$ cat config.mk
export PLATFORM = sky130hd
export DESIGN_NAME = contador_updown_param
export DESIGN_NICKNAME = d
export VERILOG_FILES = /design/src/rtl/contador_pkg.sv /design/src/rtl/contador_step_calc.sv /design/src/rtl/contador_updown_param.sv
export SDC_FILE = /design/constraint.sdc
export NUM_CORES = 1
export LEC_CHECK = 0
export ABC_AREA = 1
export CAP_MARGIN = 20
export CELL_PAD_IN_SITES_DETAIL_PLACEMENT = 1
export CELL_PAD_IN_SITES_GLOBAL_PLACEMENT = 1
export CORE_MARGIN = 2
export CORE_UTILIZATION = 35
export DETAILED_ROUTE_END_ITERATION = 12
export DONT_BUFFER_PORTS = 1
export PLACE_DENSITY = 0.78
export SETUP_SLACK_MARGIN = 0.4
export SYNTH_ARGS = -nofsm -noshare
export SYNTH_HDL_FRONTEND = slang
export SYNTH_SLANG_ARGS = --single-unit
$ cat constraint.sdc
create_clock -name clock -period 3.3 [get_ports clock]
set_input_delay 0.33 -clock clock [delete_from_list [all_inputs] [get_ports clock]]
set_output_delay 0.33 -clock clock [all_outputs]
set_load 0.01 [all_outputs]
$ cat src/rtl/contador_pkg.sv
// rtl/contador_pkg.sv - shared types and sizing helpers for the up/down counter
package contador_pkg;

    typedef enum logic [1:0] {
        WRAP_UP   = 2'b00,
        WRAP_DOWN = 2'b01,
        BOUNCE    = 2'b10,
        SAT_UP    = 2'b11
    } mode_e;

    typedef enum logic [1:0] {
        S_UP       = 2'b00,
        S_DWELL_HI = 2'b01,
        S_DOWN     = 2'b10,
        S_DWELL_LO = 2'b11
    } bstate_e;

    localparam int DWELL_DEFAULT = 1;

    // Dwell counter width; kept at least one bit so DWELL=0 still elaborates.
    function automatic int dwell_width(input int dwell);
        return (dwell < 1) ? 1 : $clog2(dwell + 1);
    endfunction

endpackage

$ cat src/rtl/contador_step_calc.sv
// rtl/contador_step_calc.sv - combinational next-value, bound-hit and wrap detection
module contador_step_calc
    import contador_pkg::*;
#(
    parameter int W    = 4,
    parameter int STEP = 1
) (
    input  logic    [W-1:0] saida,
    input  logic    [W-1:0] limit_lo,
    input  logic    [W-1:0] limit_hi,
    input  mode_e           mode,
    input  bstate_e         state,
    output logic    [W-1:0] next_value,
    output logic            hit_hi,
    output logic            hit_lo,
    output logic            wrap
);

    localparam logic [W:0] STEP_X = (W+1)'(STEP);

    logic [W:0] cur;
    logic [W:0] lo_x;
    logic [W:0] hi_x;
    logic [W:0] up;
    logic [W:0] down;
    logic       down_neg;

    // One extra bit so the up candidate never overflows; down sign comes from a compare.
    assign cur      = {1'b0, saida};
    assign lo_x     = {1'b0, limit_lo};
    assign hi_x     = {1'b0, limit_hi};
    assign up       = cur + STEP_X;
    assign down     = cur - STEP_X;
    assign down_neg = STEP_X > cur;

    always_comb begin
        next_value = saida;
        wrap       = 1'b0;
        if (saida < limit_lo) begin
            next_value = limit_lo;
        end else if (saida > limit_hi) begin
            next_value = limit_hi;
        end else begin
            case (mode)
                WRAP_UP: begin
                    if (up > hi_x) begin
                        next_value = limit_lo;
                        wrap       = 1'b1;
                    end else begin
                        next_value = up[W-1:0];
                    end
                end
                WRAP_DOWN: begin
                    if (down_neg || (down < lo_x)) begin
                        next_value = limit_hi;
                        wrap       = 1'b1;
                    end else begin
                        next_value = down[W-1:0];
                    end
                end
                SAT_UP: begin
                    next_value = (up >= hi_x) ? limit_hi : up[W-1:0];
                end
                default: begin
                    case (state)
                        S_UP:    next_value = (up >= hi_x) ? limit_hi : up[W-1:0];
                        S_DOWN:  next_value = (down_neg || (down <= lo_x)) ? limit_lo : down[W-1:0];
                        default: next_value = saida;
                    endcase
                end
            endcase
        end
    end

    assign hit_hi = (next_value == limit_hi);
    assign hit_lo = (next_value == limit_lo);

endmodule

$ cat src/rtl/contador_updown_param.sv
// rtl/contador_updown_param.sv - parametrised up/down counter with wrap, bounce and saturate modes
module contador_updown_param
    import contador_pkg::*;
#(
    parameter int W     = 4,
    parameter int STEP  = 1,
    parameter int DWELL = DWELL_DEFAULT
) (
    input  logic         clock,
    input  logic         reset,
    input  logic         enable,
    input  logic         clear,
    input  logic         load,
    input  logic [W-1:0] load_value,
    input  logic [1:0]   mode,
    input  logic [W-1:0] limit_lo,
    input  logic [W-1:0] limit_hi,
    output logic [W-1:0] saida,
    output logic         dir,
    output logic         at_limit,
    output logic         wrapped,
    output logic         cfg_err
);

    localparam int                 DWELL_W    = dwell_width(DWELL);
    localparam logic [DWELL_W-1:0] DWELL_LAST = DWELL_W'((DWELL > 0) ? DWELL - 1 : 0);
    localparam bstate_e            AFTER_HI   = (DWELL == 0) ? S_DOWN : S_DWELL_HI;
    localparam bstate_e            AFTER_LO   = (DWELL == 0) ? S_UP : S_DWELL_LO;

    bstate_e              state;
    logic   [DWELL_W-1:0] dwell_cnt;
    mode_e                mode_q;
    logic   [W-1:0]       next_value;
    logic   [W-1:0]       load_clamped;
    logic                 hit_hi;
    logic                 hit_lo;
    logic                 wrap;
    logic                 bad_cfg;
    logic                 changed;
    bstate_e              resume_state;

    assign mode_q       = mode_e'(mode);
    assign bad_cfg      = limit_lo > limit_hi;
    assign changed      = next_value != saida;
    assign resume_state = dir ? S_DOWN : S_UP;
    assign load_clamped = (load_value < limit_lo) ? limit_lo :
                          (load_value > limit_hi) ? limit_hi : load_value;

    contador_step_calc #(
        .W    (W),
        .STEP (STEP)
    ) u_step (
        .saida      (saida),
        .limit_lo   (limit_lo),
        .limit_hi   (limit_hi),
        .mode       (mode_q),
        .state      (state),
        .next_value (next_value),
        .hit_hi     (hit_hi),
        .hit_lo     (hit_lo),
        .wrap       (wrap)
    );

    // dir records the direction of the last real step, so it flips on the first move away from a bound.
    always_ff @(posedge clock or posedge reset) begin
        if (reset) begin
            saida     <= '0;
            dir       <= 1'b0;
            at_limit  <= 1'b0;
            wrapped   <= 1'b0;
            cfg_err   <= 1'b0;
            state     <= S_UP;
            dwell_cnt <= '0;
        end else begin
            at_limit <= 1'b0;
            wrapped  <= 1'b0;
            cfg_err  <= bad_cfg;
            if (!bad_cfg) begin
                if (clear) begin
                    saida     <= limit_lo;
                    dir       <= 1'b0;
                    state     <= S_UP;
                    dwell_cnt <= '0;
                    at_limit  <= saida != limit_lo;
                end else if (load) begin
                    saida     <= load_clamped;
                    state     <= resume_state;
                    dwell_cnt <= '0;
                    at_limit  <= (load_clamped == limit_lo) || (load_clamped == limit_hi);
                end else if (enable) begin
                    saida    <= next_value;
                    at_limit <= changed && (hit_hi || hit_lo);
                    wrapped  <= changed && wrap;
                    case (mode_q)
                        BOUNCE: begin
                            case (state)
                                S_UP: begin
                                    dir <= 1'b0;
                                    if (hit_hi) begin
                                        state     <= AFTER_HI;
                                        dwell_cnt <= '0;
                                    end else if (hit_lo) begin
                                        state     <= AFTER_LO;
                                        dwell_cnt <= '0;
                                    end
                                end
                                S_DOWN: begin
                                    dir <= 1'b1;
                                    if (hit_lo) begin
                                        state     <= AFTER_LO;
                                        dwell_cnt <= '0;
                                    end else if (hit_hi) begin
                                        state     <= AFTER_HI;
                                        dwell_cnt <= '0;
                                    end
                                end
                                S_DWELL_HI: begin
                                    if (dwell_cnt == DWELL_LAST) begin
                                        state     <= S_DOWN;
                                        dwell_cnt <= '0;
                                    end else begin
                                        dwell_cnt <= dwell_cnt + 1'b1;
                                    end
                                end
                                default: begin
                                    if (dwell_cnt == DWELL_LAST) begin
                                        state     <= S_UP;
                                        dwell_cnt <= '0;
                                    end else begin
                                        dwell_cnt <= dwell_cnt + 1'b1;
                                    end
                                end
                            endcase
                        end
                        WRAP_DOWN: begin
                            dir       <= 1'b1;
                            state     <= S_DOWN;
                            dwell_cnt <= '0;
                        end
                        default: begin
                            dir       <= 1'b0;
                            state     <= S_UP;
                            dwell_cnt <= '0;
                        end
                    endcase
                end
            end
        end
    end

endmodule
; ---- Yosys cells after proc, flatten, opt, wreduce, memory -nomap -nowiden
; Cells that the tools add are included.
; W data, S select, Z words.
[totals]
ff_bits = 11
latchBits = 0
word_cells = 105
mem_count = 0
rom_bits = 0
ramBits = 0
output_inout_bits = 8
[op_classes]
eq_ne = 17
magnitude_cmp = 10
bitwise = 1
reduce_logical = 14
div = 0
mul = 0
mux = 53
addsub = 3
shifts = 0
[ops]
columns = op, n
row1 = $mux W4, 11
row2 = $mux W1, 24
row3 = $mux W2, 10
row4 = $eq A4 B4 Y1, 4
row5 = $gt A4 B4 Y1, 3
row6 = $ne A6 B6 Y1 const B, 2
row7 = $pmux W4 S3, 1
row8 = $lt A4 B4 Y1, 2
row9 = $ne A4 B4 Y1, 2
row10 = $pmux W1 S2, 4
row11 = $pmux W4 S2, 1
row12 = $reduce_and A4 Y1, 2
row13 = $eq A2 B2 Y1 const B, 3
row14 = $ne A6 B4 Y1 const B, 1
row15 = $pmux W2 S3, 1
row16 = $reduce_and A6 Y1, 1
row17 = $add A4 B1 Y5 const B, 1
row18 = $ge A5 B4 Y1, 1
row19 = $gt A5 B4 Y1, 1
row20 = $le A5 B4 Y1, 1
row21 = $lt A5 B4 Y1, 1
row22 = $ne A5 B5 Y1 const B, 1
row23 = $sub A4 B1 Y5 const B, 1
row24 = $eq A2 B1 Y1 const B, 2
row25 = other kinds (12), 17

; ---- Depth between registers and ports, before layout
; Gate-level depths: netlist of run 1.
[depth]
word_depth = 16
ltp_mapped = 28
mapped_depth_nobuf = 27

; ---- By module
; Synthesis of run 1 repeated with hierarchy kept, for this count alone.
[hier_totals]
hier_cells = 430
area_unflattened_um2 = 2553.7
[by_module_without_submodules]
columns = mod, n_inst, area_per_inst_um2, cells_per_inst
row1 = contador_step_calc, 1, 1313.8, 236
row2 = contador_updown_param, 1, 1239.9, 194

; ---- Least setup slack after synthesis of run 1
; Ideal clock, no wire load.
[synth_timing]
path_kind = register to register
startpoint = reg saida[0]
endpoint = reg state[1]
required_time_ps = 3180
period_less_slack_ps = 3191
arrival_time_ps = 3071
setup_ps = 120
stages_incl_launch_ff = 29
setup_slack_ps = 109
path_cell_list = dfrtp_1 -> buf_2 -> inv_2 -> ha_1 -> xnor2_1 -> inv_1 -> ha_1 -> nand2_1 -> nor2_1 -> nand3_2 -> nand3_2 -> buf_6 -> nand3_2 -> nand2_1 -> nand3_1 -> nand2_1 -> nand2_1 -> nand2_1 -> nand2_2 -> nand2_2 -> nand2_1 -> nand2_1 -> nor2_4 -> nand2_2 -> nand3_1 -> nand2_1 -> inv_2 -> nor2_1 -> a21oi_2
[synth_between]
elab_chain_len = 15
[synth_lines]
columns = element, line_no
row1 = from (decl), contador_updown_param.sv:18  ; output logic [W-1:0] saida,
row2 = from (signal assigned), contador_updown_param.sv:80  ; saida <= limit_lo;
row3 = from (signal assigned), contador_updown_param.sv:86  ; saida <= load_clamped;
row4 = from (signal assigned), contador_updown_param.sv:91  ; saida <= next_value;
row5 = $sub A4 B1 Y5, contador_step_calc.sv:33  ; assign down = cur - STEP_X;
row6 = $le A5 B4 Y1, contador_step_calc.sv:67  ; S_DOWN: next_value = (down_neg || (down <= lo_x)) ? limit_lo : down[W-1:0];
row7 = $logic_or A1 B1 Y1, contador_step_calc.sv:67
row8 = $mux W4, contador_step_calc.sv:67
row9 = $pmux W4 S2, contador_step_calc.sv:65  ; case (state)
row10 = $pmux W4 S3, contador_step_calc.sv:44  ; case (mode)
row11 = $mux W4, contador_step_calc.sv:41  ; end else if (saida > limit_hi) begin
row12 = $mux W4 *, contador_step_calc.sv:39  ; if (saida < limit_lo) begin
row13 = "$eq A4 B4 Y1, on equally long branches", "contador_step_calc.sv:76, contador_step_calc.sv:75"
row14 = "$mux W2, on equally long branches", "contador_updown_param.sv:109, contador_updown_param.sv:99"
row15 = $pmux W2 S3, contador_updown_param.sv:96  ; case (state)
row16 = $pmux W2 S2, contador_updown_param.sv:94  ; case (mode_q)
row17 = $mux W2, contador_updown_param.sv:90  ; end else if (enable) begin
row18 = $mux W2, contador_updown_param.sv:85  ; end else if (load) begin
row19 = $mux W2, contador_updown_param.sv:79  ; if (clear) begin
row20 = to (signal assigned), contador_updown_param.sv:87  ; state <= resume_state;
row21 = to (decl), contador_updown_param.sv:30  ; bstate_e state;
; Mark *: on every way between the ends. The rest lies on a longest branch, timed or not. The select of a mux whose other input is x is not followed.
; A chain may end at the register's enable or synchronous reset.

; ---- Worst setup path in the final report of run 1
; Ends and elaborated chain as after synthesis.

==> results of run 1 <==
[layout by cell type (no fill, tap or decap), drive strengths merged]
master and n:
a21boi 1, a21oi 13, a311oi 1, a31oi 2
a32o 1, and3 1, buf 46, clkbuf 4
clkinv 2, clkinvlp 1, dfrtp 10, dlygate4sd3 1
ha 34, inv 57, nand2 114, nand3 63
nand3b 1, nand4 17, nor2 30, nor3 1
nor4 1, o2111ai 1, o211ai 5, o21ai 20
o22a 4, o22ai 4, o311ai 1, xnor2 1
xor2 11
[metrics by stage]
step,hold slack [ns],setup WS (ns),util [%],total power [uW],instances
5_1_grt,0.312,-0.329,48.6,2920,547
3_5_place_dp,0.247,-0.0190,38.8,1740,510
6_report,0.287,-0.229,48.6,2780,547
4_1_cts,0.274,0.0953,44.2,2230,537
2_1_floorplan,0.170,0.370,-,1390,402
3_3_place_gp,0.245,0.0725,38.8,1690,510
[repair_timing]
item / 4_1_cts / 5_1_grt
setup endpoints to repair: 7 / 8
hold endpoints to repair: 10 / 0
gates resized for setup: 30 / 54
gates cloned: 1 / 0
pin swaps: 27 / 35
hold buffers: 1 / 0
buffers inserted: 21 / 10
[worst register-to-register path, delay by kind of cell, from the launching register on]
| family | cells | cell delay [ns] |
|---|---|---|
| DFF | 1 | 0.53 |
| buffers and inverters | 5 | 0.52 |
| AOI/OAI and AO/OA | 1 | 0.10 |
| adders and majority gates | 2 | 0.62 |
| and+or+nand+nor | 17 | 1.71 |
[flip-flops by register name, summed over array words and instances, names as in the netlist]
signal / flops
at_limit: 1
cfg_err: 1
dir: 1
saida: 4
state: 2
wrapped: 1
[cell type report]
class	count	area (um^2)	area share, %
repair buffers	47	378	10.8
well taps	99	124	3.53
clock buffers	4	55.1	1.57
multi-input cells	327	2460	70.1
inverters	60	236	6.74
flip-flops and latches	10	254	7.24
[layer usage]
| layer | wire [um] | vias to the layer above | global-route usage, % |
|---|---|---|---|
| li1 | - | 1449 | - |
| met1 | 4620 | 1609 | 28.9 |
| met2 | 6330 | 199 | 51.4 |
| met3 | 877 | 76 | 6.12 |
| met4 | 906 | 0 | 18.8 |
| met5 | 0 | - | 0 |
[cells by family after synthesis]
family | after synthesis | synth area share (%)
compound gates | 53 | 12.9
xor+xnor | 12 | 4.04
fa+ha+maj | 34 | 16.4
buf+inv | 66 | 10.9
flops | 10 | 9.63
simple gates | 227 | 46.2
[worst max path at each step]
stage,startpoint,to,slack (ns),cells past startpoint
6_report,saida[0],state[1],-0.23,25
5_1_grt,saida[0],state[1],-0.33,24
2_1_floorplan,saida[0],state[1],0.37,26
3_3_place_gp,saida[0],state[1],0.07,25
3_5_place_dp,saida[0],state[1],-0.02,25
4_1_cts,saida[0],at_limit,0.1,23
[power breakdown]
group / internal, uW / total (uW) / switching [uW]
clock network: 105 / 159 / 53.3
logic: 932 / 2420 / 1480
registers: 150 / 204 / 53.5
==> results.md, run 1 <==
- Area delta synth->final: 35.0%
- DR vias/cell: 6.09
- Net Count, Synth: around 460
- Measured slew at the worst slew-check pin: 0.543 ns
- CTS Buf Count: 3
- Dpl hpwl: ~7500 um
- Clk_lat worst skew: between 0.2 and 0.25 ns
- Drt wl/cell: 23.3 um
- Mean post-synth cell area: ~6.5 um^2
- Fin nets: 502
- Initial core utilization: 36.0%
- Worst Hold Launch: clear
- # port buffers: 0
- Ant diodes: 0
- Max-cap check violation count: 0
- Final wirelength: roughly 13000 um
- Starting DRC count in detailed routing: 270
- Fin Setup TNS: -0.808 ns
- Reg2reg path depth: 25
- Grt total ovfl: 0
- Worst EP required: between 3 and 4 ns
- # rows: 31
- Yosys warns: 0
- Ys flop type: dfrtp_1
- Fin area: roughly 3500 um^2
- Setup Skew: approximately 0.0011 ns
- Violated checks: negative setup slack
- Count leader, synth: nand2_1
- Synth area leader: ha_1
- Hold endpoint: at_limit
- Startpoint Class: flop
- # clock sinks: 10
- CP max stage cell: dfrtp_2
- Slew margin rel.: 63.6%
- Max Clk Rate: around 280 MHz
- R2r endpoint: state[1]
- Cell Area, Synth: ~2600 um^2
- Full die area: 8130 um^2
- Max VDD drop: 0.304 mV
- Crit path DAT: 3.70 ns
- RSZ-0062 raised after global routing: yes
- Vias in the first global route: about 3600
- First-pass DRT Iterations: 5
- Final hold vios: 0
- All-layer global routing usage: 28.2%
- First-pass GRT wire length: about 18000 um
- Via count: about 3300
- Distinct cell type count after synthesis: 39
- Die width: between 90 and 100 um
- Die height: between 90 and 100 um
- Synth top area share: between 10% and 20%
- Sequential area share after synthesis: between 9 and 10%
- Largest fanout on the critical path: 7
- Crit path max-delay family: simple AND/OR/NAND/NOR gates
- CTS tree: done
- Fin worst setup slack: -0.229 ns
- Status: finished, violations left
- Leak: roughly 0.0017 uW
- Core box area: roughly 7200 um^2
- Number of synthesized flops with an enable pin: 0
- H-Tree Depth: 1
- Post-route DRC: 0
- Global placement routability congestion: between 0.9 and 1
- Endpoints failing setup: 4
- #FFs+latches synth: 10
- Root Buffer Master: clkbuf_8
- CP Capture Type: flop
- Layout cells sized above 1: 35.9%
- Most common cell on crit path: nand2_2
- Crit path time final: between 3 and 4 ns
- Flop2flop setup slack: -0.23 ns
- Fin crit share: 107%
- Top Ports: 27
- CP Buf/Inv Count: 5
- PwrDens: between 700 and 800 nW/um^2
- Hold Path Class: primary input to flop
- Fill cells: 940
- Worst r2r src: saida[0]
- Worst Hold Path Cells: 2
- Post-route ant nets: 0
- Largest cells by area after synthesis: ha_1, nand2_1, nand3_1, dfrtp_1, inv_1
- Top cells by count, synth: nand2_1, nand3_1, inv_1
- Max Transition Viols Final: 0
- Reg clk slew, reported paths: about 0.050 ns
- Kind of critical path: flop to flop
- Asr flop ratio synth: 100%
- Placed Area: 2800 um^2
- Largest net degree at the start of global routing: 11
- Antenna violations before repair: 0
- Syn Inst Count: between 400 and 500
- CP peak stage delay: 0.53 ns
- Clock tree buffer depth: 2
Note: power is estimated with default switching activity, not from simulation.
==> run 2, diff against run 1 <==
CTS_BUF_LIST = sky130_fd_sc_hd__clkbuf_16   (was unset)
==> run 2 against run 1 <==
Effect of this change: worst setup slack got worse by 0.052 ns; largest cell class unchanged; cell count increased by 0.18%; via count grew 0.84%; clock skew up 0.0028 ns; the flow still finishes with violations (negative setup slack); critical path depth increased by 1; sequential power is essentially flat; core utilization is 1.5 points lower.
==> results.md, run 2 (synthesized netlist as in run 1, its figures left out) <==
- Status: finished, violations left
- Violated checks: negative setup slack
- Combinational group share of total power: 84.1%
- Multi-input gate area: 2320 um^2
- Area delta synth->final: 30.9%
- All-layer global routing usage: between 20 and 30%
- CP max stage cell: dfrtp_2
- Layout Utilization: a little under half
- Measured slew at the worst slew-check pin: ~0.52 ns
- Most common cell after layout, fill and taps aside: nand2_1
- Kind of critical path: flop to flop
- Layout cells sized above 1: between 30% and 40%
- Crit path DAT: 3.75 ns
- Startpoint Class: flop
- Max Clk Rate: approximately 280 MHz
- # rows: 31
- Place WS: -0.0190 ns
- Root Buffer Master: clkbuf_16
- Final hold vios: 0
- Max Transition Viols Final: 0
- Die width: ~90 um
- Largest register FFs: 4
- Dpl hpwl: between 7000 and 8000 um
- Reg area: roughly 250 um^2
- Max-cap check violation count: 0
- Grt total ovfl: 0
- Switching Fraction: between 50% and 60%
- RSZ-0062 raised after global routing: yes
- Vias in the first global route: between 3000 and 4000
- Global placement routability congestion: about 0.96
- Leak: 0.00170 uW
- Total power: between 2000 and 3000 uW
- Flop pwr share: 7.6%
- Via count: about 3400
- Largest fanout on the critical path: 7
- Fin area: between 3000 and 4000 um^2
- Initial core utilization: between 30 and 40%
- # port buffers: 0
- Ant diodes: 0
- Antenna violations before repair: 0
- Crit path time final: between 3 and 4 ns
- Hold Path Class: primary input to flop
- Crit path max-delay family: buffers and inverters
- Most frequent cells in the layout: nand2_1, inv_1, nand3_1
- CP Buf/Inv Count: 11
- First-pass GRT wire length: 18700 um
- Fill cells: 961
- Endpoints failing setup: 4
- CP Capture Type: flop
- Largest registers: saida: 4 flops, state: 2 flops
- Worst EP required: 3.47 ns
- PwrDens: between 700 and 800 nW/um^2
- Flop2flop setup slack: -0.28 ns
- Slew margin rel.: 65.2%
- Core box area: 7210 um^2
- Drt wl/cell: around 23 um
- First-pass DRT Iterations: 5
- Post-route ant nets: 0
- Setup Skew: approximately 0.004 ns
- Fin crit share: 109%
- Full die area: just over 8000 um^2
- Switching pwr: ~1500 uW
- Top Ports: 27
- Biggest register: saida
- Post-route DRC: 0
- CTS Buf Count: 3
- Reg clk slew, reported paths: roughly 0.040 ns
- Clk_lat worst skew: between 0.2 and 0.25 ns
- H-Tree Depth: 1
- Die height: around 90 um
- Fin worst setup slack: -0.281 ns
- DR vias/cell: 6.13
- Final wirelength: around 13000 um
- Clock tree buffer depth: 2
- CTS tree: done
- Fin nets: a little over 500
- CP peak stage delay: about 0.54 ns
- Pint: ~1200 uW
- Starting DRC count in detailed routing: 304
- Largest net degree at the start of global routing: 11
- # clock sinks: 10
- Clock network fraction of total power: slightly above 8%
- Placed Area: ~2800 um^2
- Max VDD drop: 0.350 mV
-- run 2: cell count changes in the layout (fill, tap and decap cells not counted), moves of 3 or more --
| cell | delta |
|---|---|
| ha_4 | -4 |
| clkbuf_16 | +3 |
| nand2_1 | +14 |
| nand2_2 | -12 |
| ha_1 | +4 |
| clkbuf_8 | -4 |
-- run 2: stage by stage --
step | setup TNS [ns] | hold WS [ns] | std cells
2_1_floorplan | 0 | 0.170 | 402
3_3_place_gp | 0 | 0.245 | 510
3_5_place_dp | -0.0343 | 0.247 | 510
4_1_cts | 0 | 0.279 | 542
5_1_grt | -1.18 | 0.296 | 548
6_report | -0.923 | 0.272 | 548
-- run 2: area by class of cell --
type	count	share of cell area [%]
clock inverter	1	0.110
tap	99	3.64
inverter	60	6.84
clock buffer	3	2.21
sequential	10	7.47
multi-input combinational	327	68.1
timing repair buffer	48	11.7
-- run 2: metal layers --
metal	wire [um]	track usage (%)	share of wire [%]	vias to the layer above
met5	0	0	0	-
met4	901	21.0	7.1	0
met3	921	3.69	7.2	102
met2	6150	49.6	48	213
met1	4780	32.8	37	1594
li1	-	-	-	1452
-- run 2: timing repair --
action | 4_1_cts | 5_1_grt
hold buffers | 1 | 0
gates cloned | 1 | 0
setup endpoints to repair | 7 | 8
resized for setup | 38 | 19
pin swaps | 32 | 10
hold endpoints to repair | 10 | 0
buffers inserted | 26 | 6
-- run 2: final timing paths --
path / to / depth (start not counted) / start
max: at_limit / 26 / saida[0]
min: at_limit / 2 / clear
max reg2reg: at_limit / 26 / saida[0]
min reg2reg: dir / 2 / dir
max in group asynchronous: saida[1] / 2 / reset
min in group asynchronous: dir / 2 / reset
-- run 2: worst reg2reg max path, cell delays in order, from the launching register on --
cell,delay (ns)
dfrtp_2,0.54
inv_6,0.07
ha_4,0.19
xnor2_4,0.20
inv_2,0.10
buf_6,0.13
buf_4,0.13
buf_4,0.13
buf_4,0.13
buf_4,0.13
buf_6,0.11
buf_6,0.11
buf_6,0.11
nand4_1,0.08
nand3_1,0.10
nand3_1,0.11
nand2_1,0.08
nand2_2,0.12
nand2_4,0.08
nand3_1,0.08
nand2_1,0.10
nor2_2,0.13
nand2_1,0.11
buf_4,0.14
nand2_1,0.07
nand2_1,0.07
a21oi_1,0.15
-- run 2: power groups by stage --
stage	sequential [uW]	clock, uW	combinational [uW]
finish	205	222	2270
global route	209	226	2390
CTS	200	222	1920
detailed placement	198	0	1540
global placement	196	0	1500
floorplan	189	0	1200
